## config.mk

```make
export PLATFORM = sky130hd
export DESIGN_NAME = csa_stream_ctrl
export DESIGN_NICKNAME = d
export VERILOG_FILES = /design/src/rtl/csa_pkg.sv /design/src/rtl/csa_ctrl_fifo.sv /design/src/rtl/csa_stream_ctrl.sv
export SDC_FILE = /design/constraint.sdc
export NUM_CORES = 1
export LEC_CHECK = 0
export CAP_MARGIN = 40
export CORE_ASPECT_RATIO = 0.6
export CORE_MARGIN = 4
export CORE_UTILIZATION = 48
export DETAILED_ROUTE_END_ITERATION = 8
export PLACE_DENSITY_LB_ADDON = 0.05
export SLEW_MARGIN = 20
export SYNTH_ARGS = -nofsm -noshare
export SYNTH_HDL_FRONTEND = slang
export SYNTH_SLANG_ARGS = --single-unit
```

## constraint.sdc

```tcl
create_clock -name clk -period 11.2 [get_ports clk]
set_input_delay 1.12 -clock clk [delete_from_list [all_inputs] [get_ports clk]]
set_output_delay 1.12 -clock clk [all_outputs]
set_load 0.05 [all_outputs]
```

## src/rtl/csa_pkg.sv

```systemverilog
// Shared definitions for the stream_cypher packet sequencer.
package csa_pkg;

    localparam int unsigned CSA_BLK_W = 64;

    typedef enum logic [1:0] {
        IDLE,
        WAIT,
        RUN
    } csa_state_e;

endpackage

```

## src/rtl/csa_ctrl_fifo.sv

```systemverilog
// Small first-word-fall-through FIFO holding captured keystream words and their last tag.
module csa_ctrl_fifo #(
    parameter int unsigned DEPTH = 2,
    parameter int unsigned W     = 65,
    parameter int unsigned CW    = $clog2(DEPTH + 1)
) (
    input  logic          clk,
    input  logic          rst,
    input  logic          push,
    input  logic [W-1:0]  push_data,
    input  logic          pop,
    output logic [W-1:0]  pop_data,
    output logic          valid,
    output logic [CW-1:0] count
);

    localparam int unsigned PW = (DEPTH > 1) ? $clog2(DEPTH) : 1;

    logic [W-1:0]  mem [DEPTH];
    logic [PW-1:0] wr_ptr;
    logic [PW-1:0] rd_ptr;
    logic          do_pop;

    function automatic logic [PW-1:0] nxt(input logic [PW-1:0] p);
        return (p == PW'(DEPTH - 1)) ? '0 : p + PW'(1);
    endfunction

    assign valid    = (count != '0);
    assign do_pop   = pop & valid;
    assign pop_data = mem[rd_ptr];

    always_ff @(posedge clk or posedge rst) begin
        if (rst) begin
            for (int unsigned i = 0; i < DEPTH; i++) begin
                mem[i] <= '0;
            end
            wr_ptr <= '0;
            rd_ptr <= '0;
            count  <= '0;
        end else begin
            if (push) begin
                mem[wr_ptr] <= push_data;
                wr_ptr      <= nxt(wr_ptr);
            end
            if (do_pop) begin
                rd_ptr <= nxt(rd_ptr);
            end
            if (push && !do_pop) begin
                count <= count + CW'(1);
            end else if (!push && do_pop) begin
                count <= count - CW'(1);
            end
        end
    end

endmodule

```

## src/rtl/csa_stream_ctrl.sv

```systemverilog
// Sequences one stream_cypher over packets: init cycle on the first block, en cycles after,
// keystream words captured into a credit-protected output FIFO.
module csa_stream_ctrl
    import csa_pkg::*;
#(
    parameter int unsigned BLK_W     = CSA_BLK_W,
    parameter int unsigned OUT_DEPTH = 2
) (
    input  logic             clk,
    input  logic             rst,
    input  logic             key_valid,
    input  logic [BLK_W-1:0] key_data,
    input  logic             in_valid,
    output logic             in_ready,
    input  logic [BLK_W-1:0] in_data,
    input  logic             in_first,
    input  logic             in_last,
    output logic             sc_en,
    output logic             sc_init,
    output logic [BLK_W-1:0] sc_ck,
    output logic [BLK_W-1:0] sc_sb,
    input  logic [BLK_W-1:0] sc_cb,
    output logic             out_valid,
    input  logic             out_ready,
    output logic [BLK_W-1:0] out_data,
    output logic             out_last,
    output logic             pkt_done,
    output logic             err_seq
);

    localparam int unsigned CW = $clog2(OUT_DEPTH + 1);
    localparam int unsigned UW = CW + 2;

    csa_state_e       state;
    logic [BLK_W-1:0] pend_key;
    logic             last_q;
    logic             cap_q;
    logic             cap_last;
    logic             en_q;
    logic             accept;
    logic             pop;
    logic [CW-1:0]    count;
    logic [UW-1:0]    used;

    // Two words can be in flight (en cycle, then cb cycle); both hold a FIFO slot until pushed.
    assign en_q   = sc_en & ~sc_init;
    assign pop    = out_valid & out_ready;
    assign used   = UW'(count) + UW'(en_q) + UW'(cap_q) - UW'(pop);
    assign accept = in_valid & in_ready;

    always_comb begin
        in_ready = 1'b0;
        case (state)
            WAIT:    in_ready = 1'b1;
            RUN:     in_ready = (used < UW'(OUT_DEPTH));
            default: in_ready = 1'b0;
        endcase
    end

    always_ff @(posedge clk or posedge rst) begin
        if (rst) begin
            state    <= IDLE;
            pend_key <= '0;
            sc_ck    <= '0;
            sc_sb    <= '0;
            sc_en    <= 1'b0;
            sc_init  <= 1'b0;
            last_q   <= 1'b0;
            cap_q    <= 1'b0;
            cap_last <= 1'b0;
            pkt_done <= 1'b0;
            err_seq  <= 1'b0;
        end else begin
            sc_en    <= 1'b0;
            sc_init  <= 1'b0;
            pkt_done <= 1'b0;
            err_seq  <= 1'b0;
            cap_q    <= en_q;
            cap_last <= last_q;
            if (key_valid) begin
                pend_key <= key_data;
            end
            case (state)
                IDLE: begin
                    if (key_valid) begin
                        state <= WAIT;
                    end
                end
                WAIT, RUN: begin
                    if (accept) begin
                        if (in_first) begin
                            sc_en    <= 1'b1;
                            sc_init  <= 1'b1;
                            sc_sb    <= in_data;
                            sc_ck    <= pend_key;
                            err_seq  <= (state == RUN);
                            pkt_done <= in_last;
                            state    <= in_last ? WAIT : RUN;
                        end else if (state == RUN) begin
                            sc_en    <= 1'b1;
                            sc_sb    <= in_data;
                            last_q   <= in_last;
                            pkt_done <= in_last;
                            if (in_last) begin
                                state <= WAIT;
                            end
                        end else begin
                            err_seq <= 1'b1;
                        end
                    end
                end
                default: state <= IDLE;
            endcase
        end
    end

    csa_ctrl_fifo #(
        .DEPTH (OUT_DEPTH),
        .W     (BLK_W + 1),
        .CW    (CW)
    ) u_fifo (
        .clk       (clk),
        .rst       (rst),
        .push      (cap_q),
        .push_data ({cap_last, sc_cb}),
        .pop       (out_ready),
        .pop_data  ({out_last, out_data}),
        .valid     (out_valid),
        .count     (count)
    );

endmodule

```

==> impl_metrics.json <==
{
  "path_class": "input port to output port",
  "synth_area_per_cell_sq_um": 16.45,
  "yosysTopAreaCell": "dfrtp_1",
  "crit_path_max_fanout": 4,
  "grt_pass1_wl_mm": 51.70,
  "ir_drop_mv": 0.1595,
  "vias": 8205,
  "ctsResizeCount": 0,
  "grt_use_total_pct": 20.97,
  "synthTopCellsByCount": "339 x mux2_2, 335 x dfrtp_1, 49 x mux2_4",
  "fin_crit_sh_pct": 48.85,
  "synth_seq_cells": 335,
  "synth_area_leaders": "dfrtp_1 62%, mux2_2 28%, mux2_4 5.4%, ha_1 1.0%, buf_6 0.83%",
  "fin_tns_setup_ns": 0,
  "layout-drive-gt1-share_pct": 37.07,
  "cts.path.max_buffers": 3,
  "cts.sinks": 335,
  "crit_buf_inv": 4,
  "ys_seq_area_share_pct": 61.53,
  "slowest_delay_ns": 0.85,
  "drt_iter0_markers": 313,
  "leakage_nw": 8.329,
  "synth_area_sq_mm": 0.01362,
  "die_area_sq_mm": 0.03123,
  "cts_tree": "built",
  "initial_core_util_pct": 49.08,
  "status": "finished, final reports clean",
  "startpoint": "out_ready",
  "postCtsSetupRepairBufs": 0,
  "cts_root_buf": "clkbuf_16",
  "worstRegToRegCells": 15,
  "clk_latency_ns": 0.57,
  "cts-htree-levels": 1,
  "crit_family": "buffers and inverters",
  "period_needed_ns": 5.471,
  "holdBufCountCts": 0,
  "hold_class": "register to register",
  "synthFlopType": "dfrtp_1",
  "grt_max_degree": 94,
  "antenna_left": 0,
  "drt-wirelength-per-cell_microns": 20.54,
  "die_w_microns": 225.5,
  "worst_slew_pin_slew_ns": 0.7241,
  "dp_cells": 1565,
  "yosysMostFrequentCell": "mux2_2",
  "row_count": 47,
  "slew_viol_final": 0,
  "async_reset_ff_share_pct": 100.0,
  "grt_setup_unrepaired": "no",
  "reg2reg_slack_ns": 7.05,
  "cp_slowest_cell": "clkdlybuf4s50_1",
  "drc": 0,
  "layoutNonFillerInstCount": 1625,
  "grt_overflow_total": 0,
  "end_kind": "output port",
  "nFillCells": 1959,
  "nNetsFinal": 1443,
  "die_height_microns": 138.5,
  "cp.depth": 12,
  "worstPathRequired_ns": 10.08,
  "synth_cells": 828,
  "port_buffers": 397,
  "first_global_vias": 8843,
  "firstDrtPassIters": 4,
  "routabilityCongestion": 0.7485,
  "antenna_found_initial": 5,
  "arrival_ns": 4.35,
  "hold_viol_final": 0,
  "core_sq_mm": 0.02776,
  "synth_top_area_share_pct": 61.53,
  "yosysWarningCount": 0,
  "r2r-start": "u_fifo.count[1]$_DFFE_PP0P_",
  "cts_buffers": 31,
  "reg2reg_to": "sc_ck[43]$_DFFE_PP0P_",
  "endpoint": "in_ready",
  "crit_chain": "clkdlybuf4s50_1, nand2_1, inv_1, ha_1, inv_1, ha_1, a21oi_1, fa_1, xor2_1, a311oi_2, o21a_2, clkdlybuf4s50_1",
  "syn_nets": 1039,
  "area_growth_syn_to_layout_pct": 40.87,
  "p_per_area_mw_per_mm2": 345.4,
  "max_freq_ghz": 0.1828,
  "yosysUniqueCellTypes": 28,
  "finalSetupViolations": 0,
  "dp_hpwl_mm": 23.55,
  "start_kind": "input port",
  "fin_worst_skew_ns": 0.02132,
  "slew_headroom_pct": 51.73,
  "wl_mm": 33.37,
  "ios": 398,
  "via_per_inst": 5.049,
  "cap_violations": 0,
  "synth_enable_flop_cells": 0,
  "clk_pin_slew_ns": 0.06
}
-- worst min path at each step --
stage,from,end,cells after the start
2_1_floorplan,last_q$_DFFE_PP0P_,cap_last$_DFF_PP0_,0
3_3_place_gp,last_q$_DFFE_PP0P_,cap_last$_DFF_PP0_,0
3_5_place_dp,last_q$_DFFE_PP0P_,cap_last$_DFF_PP0_,0
4_1_cts,last_q$_DFFE_PP0P_,cap_last$_DFF_PP0_,0
5_1_grt,last_q$_DFFE_PP0P_,cap_last$_DFF_PP0_,0
6_report,last_q$_DFFE_PP0P_,cap_last$_DFF_PP0_,0
-- metrics by stage --
step	setup WS, ns	hold WS (ns)	total power, mW	utilization [%]	area, sq um
floorplan	0.7985	0.3486	4.347	-	13620
global placement	5.770	0.3617	5.458	64.50	17900
detailed placement	5.728	0.3705	5.508	65.04	18050
CTS	5.720	0.3826	6.693	69.06	19170
global route	5.542	0.3936	6.912	69.14	19190
finish	5.729	0.3785	6.628	69.14	19190
-- kinds of logic after synthesis --
| family | share of synthesized area [%] |
|---|---|
| muxes | 33.42 |
| DFF | 61.53 |
| buffers and inverters | 2.048 |
| and+or+nand+nor | 0.8817 |
| adders and majority gates | 1.157 |
| AOI/OAI and AO/OA | 0.5785 |
| xor gates and xnor gates | 0.3858 |
-- metal layers --
| metal | vias up | share of wire (%) | track usage [%] |
|---|---|---|---|
| met5 | - | 0.10 | 0 |
| met4 | 8 | 2.2 | 4.444 |
| met3 | 63 | 8.3 | 8.220 |
| met2 | 212 | 46 | 32.96 |
| met1 | 4179 | 43 | 27.97 |
| li1 | 3743 | - | - |
-- power breakdown --
group | total, mW | internal [mW] | switching [mW] | leakage, nW
clock | 1.14 | 0.686 | 0.458 | 0.548
combinational | 3.49 | 1.40 | 2.09 | 3.79
sequential | 1.99 | 1.72 | 0.278 | 3.99
-- flip-flops by register name (all words and copies together), names as in the netlist, 2 cells and up --
register and cells:
pend_key 64, sc_sb 64, u_fifo.count 2, u_fifo.mem 130
state 2, sc_ck 64
-- cell type report --
class | instances | area [sq um] | area share [%]
flip-flops and latches | 335 | 8384 | 43.69
multi-input cells | 440 | 4975 | 25.92
repair buffers | 413 | 4207 | 21.92
clock buffers | 42 | 877.1 | 4.570
well taps | 367 | 459.2 | 2.393
clock inverters | 16 | 239.0 | 1.245
inverters | 11 | 48.80 | 0.2543
diodes | 1 | 2.502 | 0.01304
-- worst reg2reg max path, stage by stage (launching register included) --
cell and delay (ns):
dfrtp_1 0.44, or2_2 0.33, nand2_1 0.12, inv_1 0.06
ha_1 0.27, inv_1 0.04, ha_1 0.28, a21oi_1 0.22
fa_1 0.44, nand2_1 0.09, a311oi_2 0.05, o21a_2 0.26
nand3_4 0.27, buf_4 0.52, buf_12 0.29, mux2_2 0.37
-- layout by cell type, fill, tap and decap left out, drive strengths merged, types with 2 or more instances in the layout --
master	n
clkdlybuf4s50	396
mux2	388
dfrtp	335
clkbuf	42
buf	17
inv	12
ha	11
clkinv	7
bufinv	6
nand2	6
nor2b	4
nor2	4
nand3	4
xor2	3
o21ai	3
a21oi	3
xnor2	3
clkinvlp	2
Note: power is estimated with default switching activity, not from simulation.
==> edit, RTL diff (config.mk and constraints unchanged) <==
Reset style: synchronous (`rst`), changed in 2 clocked blocks.
--- a/src/rtl/csa_ctrl_fifo.sv
+++ b/src/rtl/csa_ctrl_fifo.sv
@@ -29,7 +29,7 @@
     assign do_pop   = pop & valid;
     assign pop_data = mem[rd_ptr];
 
-    always_ff @(posedge clk or posedge rst) begin
+    always_ff @(posedge clk) begin
         if (rst) begin
             for (int unsigned i = 0; i < DEPTH; i++) begin
                 mem[i] <= '0;
--- a/src/rtl/csa_stream_ctrl.sv
+++ b/src/rtl/csa_stream_ctrl.sv
@@ -57,7 +57,7 @@
         endcase
     end
 
-    always_ff @(posedge clk or posedge rst) begin
+    always_ff @(posedge clk) begin
         if (rst) begin
             state    <= IDLE;
             pend_key <= '0;
Function: differs if rst is asserted again (counterexample within 4 cycles, from zero or initial values and one cycle with rst high); with rst held inactive, the same outputs for 4 cycles.
==> edit against the original RTL <==
Sequential cell count grew 1; routed wire length up 5.6%; worst setup slack worse by 0.24 ns; cell area grew 3.0%; first-iteration DRC count rose by 59%; area after synthesis up 6.4%; critical path depth unchanged; critical path type unchanged; critical endpoint unchanged.
Power is not compared: it rests on default switching activity, and its combinational part moved more than twofold at a synthesized area within 25%.
==> edit: results (changes against the original RTL) <==
status completed (unchanged); GR Layer Usage met2 0.3524 (was 0.3296); pre-CTS WS 5.477 ns (was 5.728 ns); Max clock buf depth 3 (unchanged); async set or reset register ratio after synthesis 0 (was 1.000); highest cell delay on the worst timing path 0.85 ns (about the same); met3 Use GR 0.06519 (was 0.08220); main flop type after synthesis dfxtp_1 (was dfrtp_1); routed length per instance 17.67 um (was 20.54 um); post-place instance area 18740 sq um (was 18050 sq um); vias in the first global route 9839 (was 8843); post-synth cell types 34 (was 28); largest net degree at the start of global routing 101 (was 94); Post-synth top cells dfxtp_1 (206), nand2b_1 (200), mux2i_1 (193), and2_1 (130), edfxtp_1 (130) (was mux2_2 (339), dfrtp_1 (335), mux2_4 (49), clkbuf_1 (28)); worst slew pin tran 0.6727 ns (was 0.7241 ns); post-DP HPWL 24950 um (was 23550 um); Worst Clk Skew 0.008905 ns (was 0.02132 ns); Worst-path clk slew 0.06 ns (about the same); placer congestion estimate 0.7976 (was 0.7485); Starting DRT DRC Count 499 (was 313); global-route wire length before repair 54140 um (was 51700 um); sequential element share of the synthesized area 0.5537 (was 0.6153); Synthesized Nets 1410 (was 1039); Inserted Clock Buffers 31 (unchanged); slowest library cell on the worst path clkdlybuf4s50_1 (unchanged); Setup Buffers After CTS 0 (unchanged); initial antenna violation count 6 (was 5); clk_lat worst skew 0.55 ns (was 0.57 ns); Synth area leaders dfxtp_1 (28%), edfxtp_1 (27%), mux2i_1 (13%) (was dfrtp_1 (62%), mux2_2 (28%), mux2_4 (5.4%)); GR Util met1 0.2605 (was 0.2797); number of synthesized flops with an enable pin 130 (was 0); DRT Pass-1 Iters 4 (unchanged); peak supply drop between 100 and 150 uV; Largest register FFs 130 (unchanged); total track usage 0.2063 (was 0.2097); Leak 7.210 nW; layout cells sized above 1 0.09057 (was 0.3707); min cycle time layout 5.710 ns (was 5.471 ns); Clock Tree Root clkbuf_16 (unchanged); nets 1777 (was 1443); Syn. warnings 0 (unchanged); DR vias/cell 4.770 (was 5.049); r2r setup slk 6.94 ns (was 7.05 ns)
[edit: cell count changes in the layout (fill, tap and decap cells not counted), moves of 130 or more]
cell / before / now
mux2_2: 339 / 67
dfrtp_1: 334 / 0
dfxtp_1: 0 / 205
nand2b_1: 0 / 200
mux2i_1: 0 / 193
edfxtp_1: 0 / 130
[edit: power by group through the flow]
stage	clock, mW	sequential, mW	combinational (mW)
6_report	1.06	1.34	0.648
3_3_place_gp	0	1.36	0.636
4_1_cts	1.09	1.34	0.655
2_1_floorplan	0	1.40	0.388
5_1_grt	1.14	1.34	0.684
3_5_place_dp	0	1.36	0.652
[edit: path summary, 6_finish.rpt]
| path | from | end | depth (start not counted) |
|---|---|---|---|
| worst max-delay path | out_ready | in_ready | 12 |
| worst max register to register | u_fifo.count[1]$_SDFFE_PP0P_ | sc_ck[11]$_SDFFE_PP0P_ | 14 |
| worst min register to register | last_q$_SDFFE_PP0P_ | cap_last$_SDFF_PP0_ | 1 |
| worst min-delay path | last_q$_SDFFE_PP0P_ | cap_last$_SDFF_PP0_ | 1 |
[edit: final cells by class]
type	instances	area, sq um
inverters	12	45.04
flip-flops and latches	336	8029
clock buffers	39	815.8
diodes	4	10.01
well taps	400	500.5
multi-input cells	771	5937
repair buffers	414	4233
fillers	2276	9484
clock inverters	18	193.9
[edit: cells by family after synthesis]
family / Yosys count / synth area share
flops: 336 / 0.5537
mux: 260 / 0.1853
compound gates: 15 / 0.008717
xor+xnor: 5 / 0.003021
simple gates: 479 / 0.1992
buf+inv: 92 / 0.03918
fa+ha+maj: 12 / 0.01087
[edit: stage by stage]
step,hold slack [ns],utilization,std cells
2_1_floorplan,0.4445,-,1199
3_3_place_gp,0.4575,0.6345,1926
3_5_place_dp,0.4592,0.6409,1933
4_1_cts,0.4728,0.6754,1990
5_1_grt,0.4873,0.6757,1994
6_report,0.4669,0.6757,1994
[edit: per-layer routing]
metal,part of all wire,vias up
met5,0.00091,-
met3,0.070,45
met4,0.017,4
li1,-,4743
met1,0.43,4504
met2,0.48,215
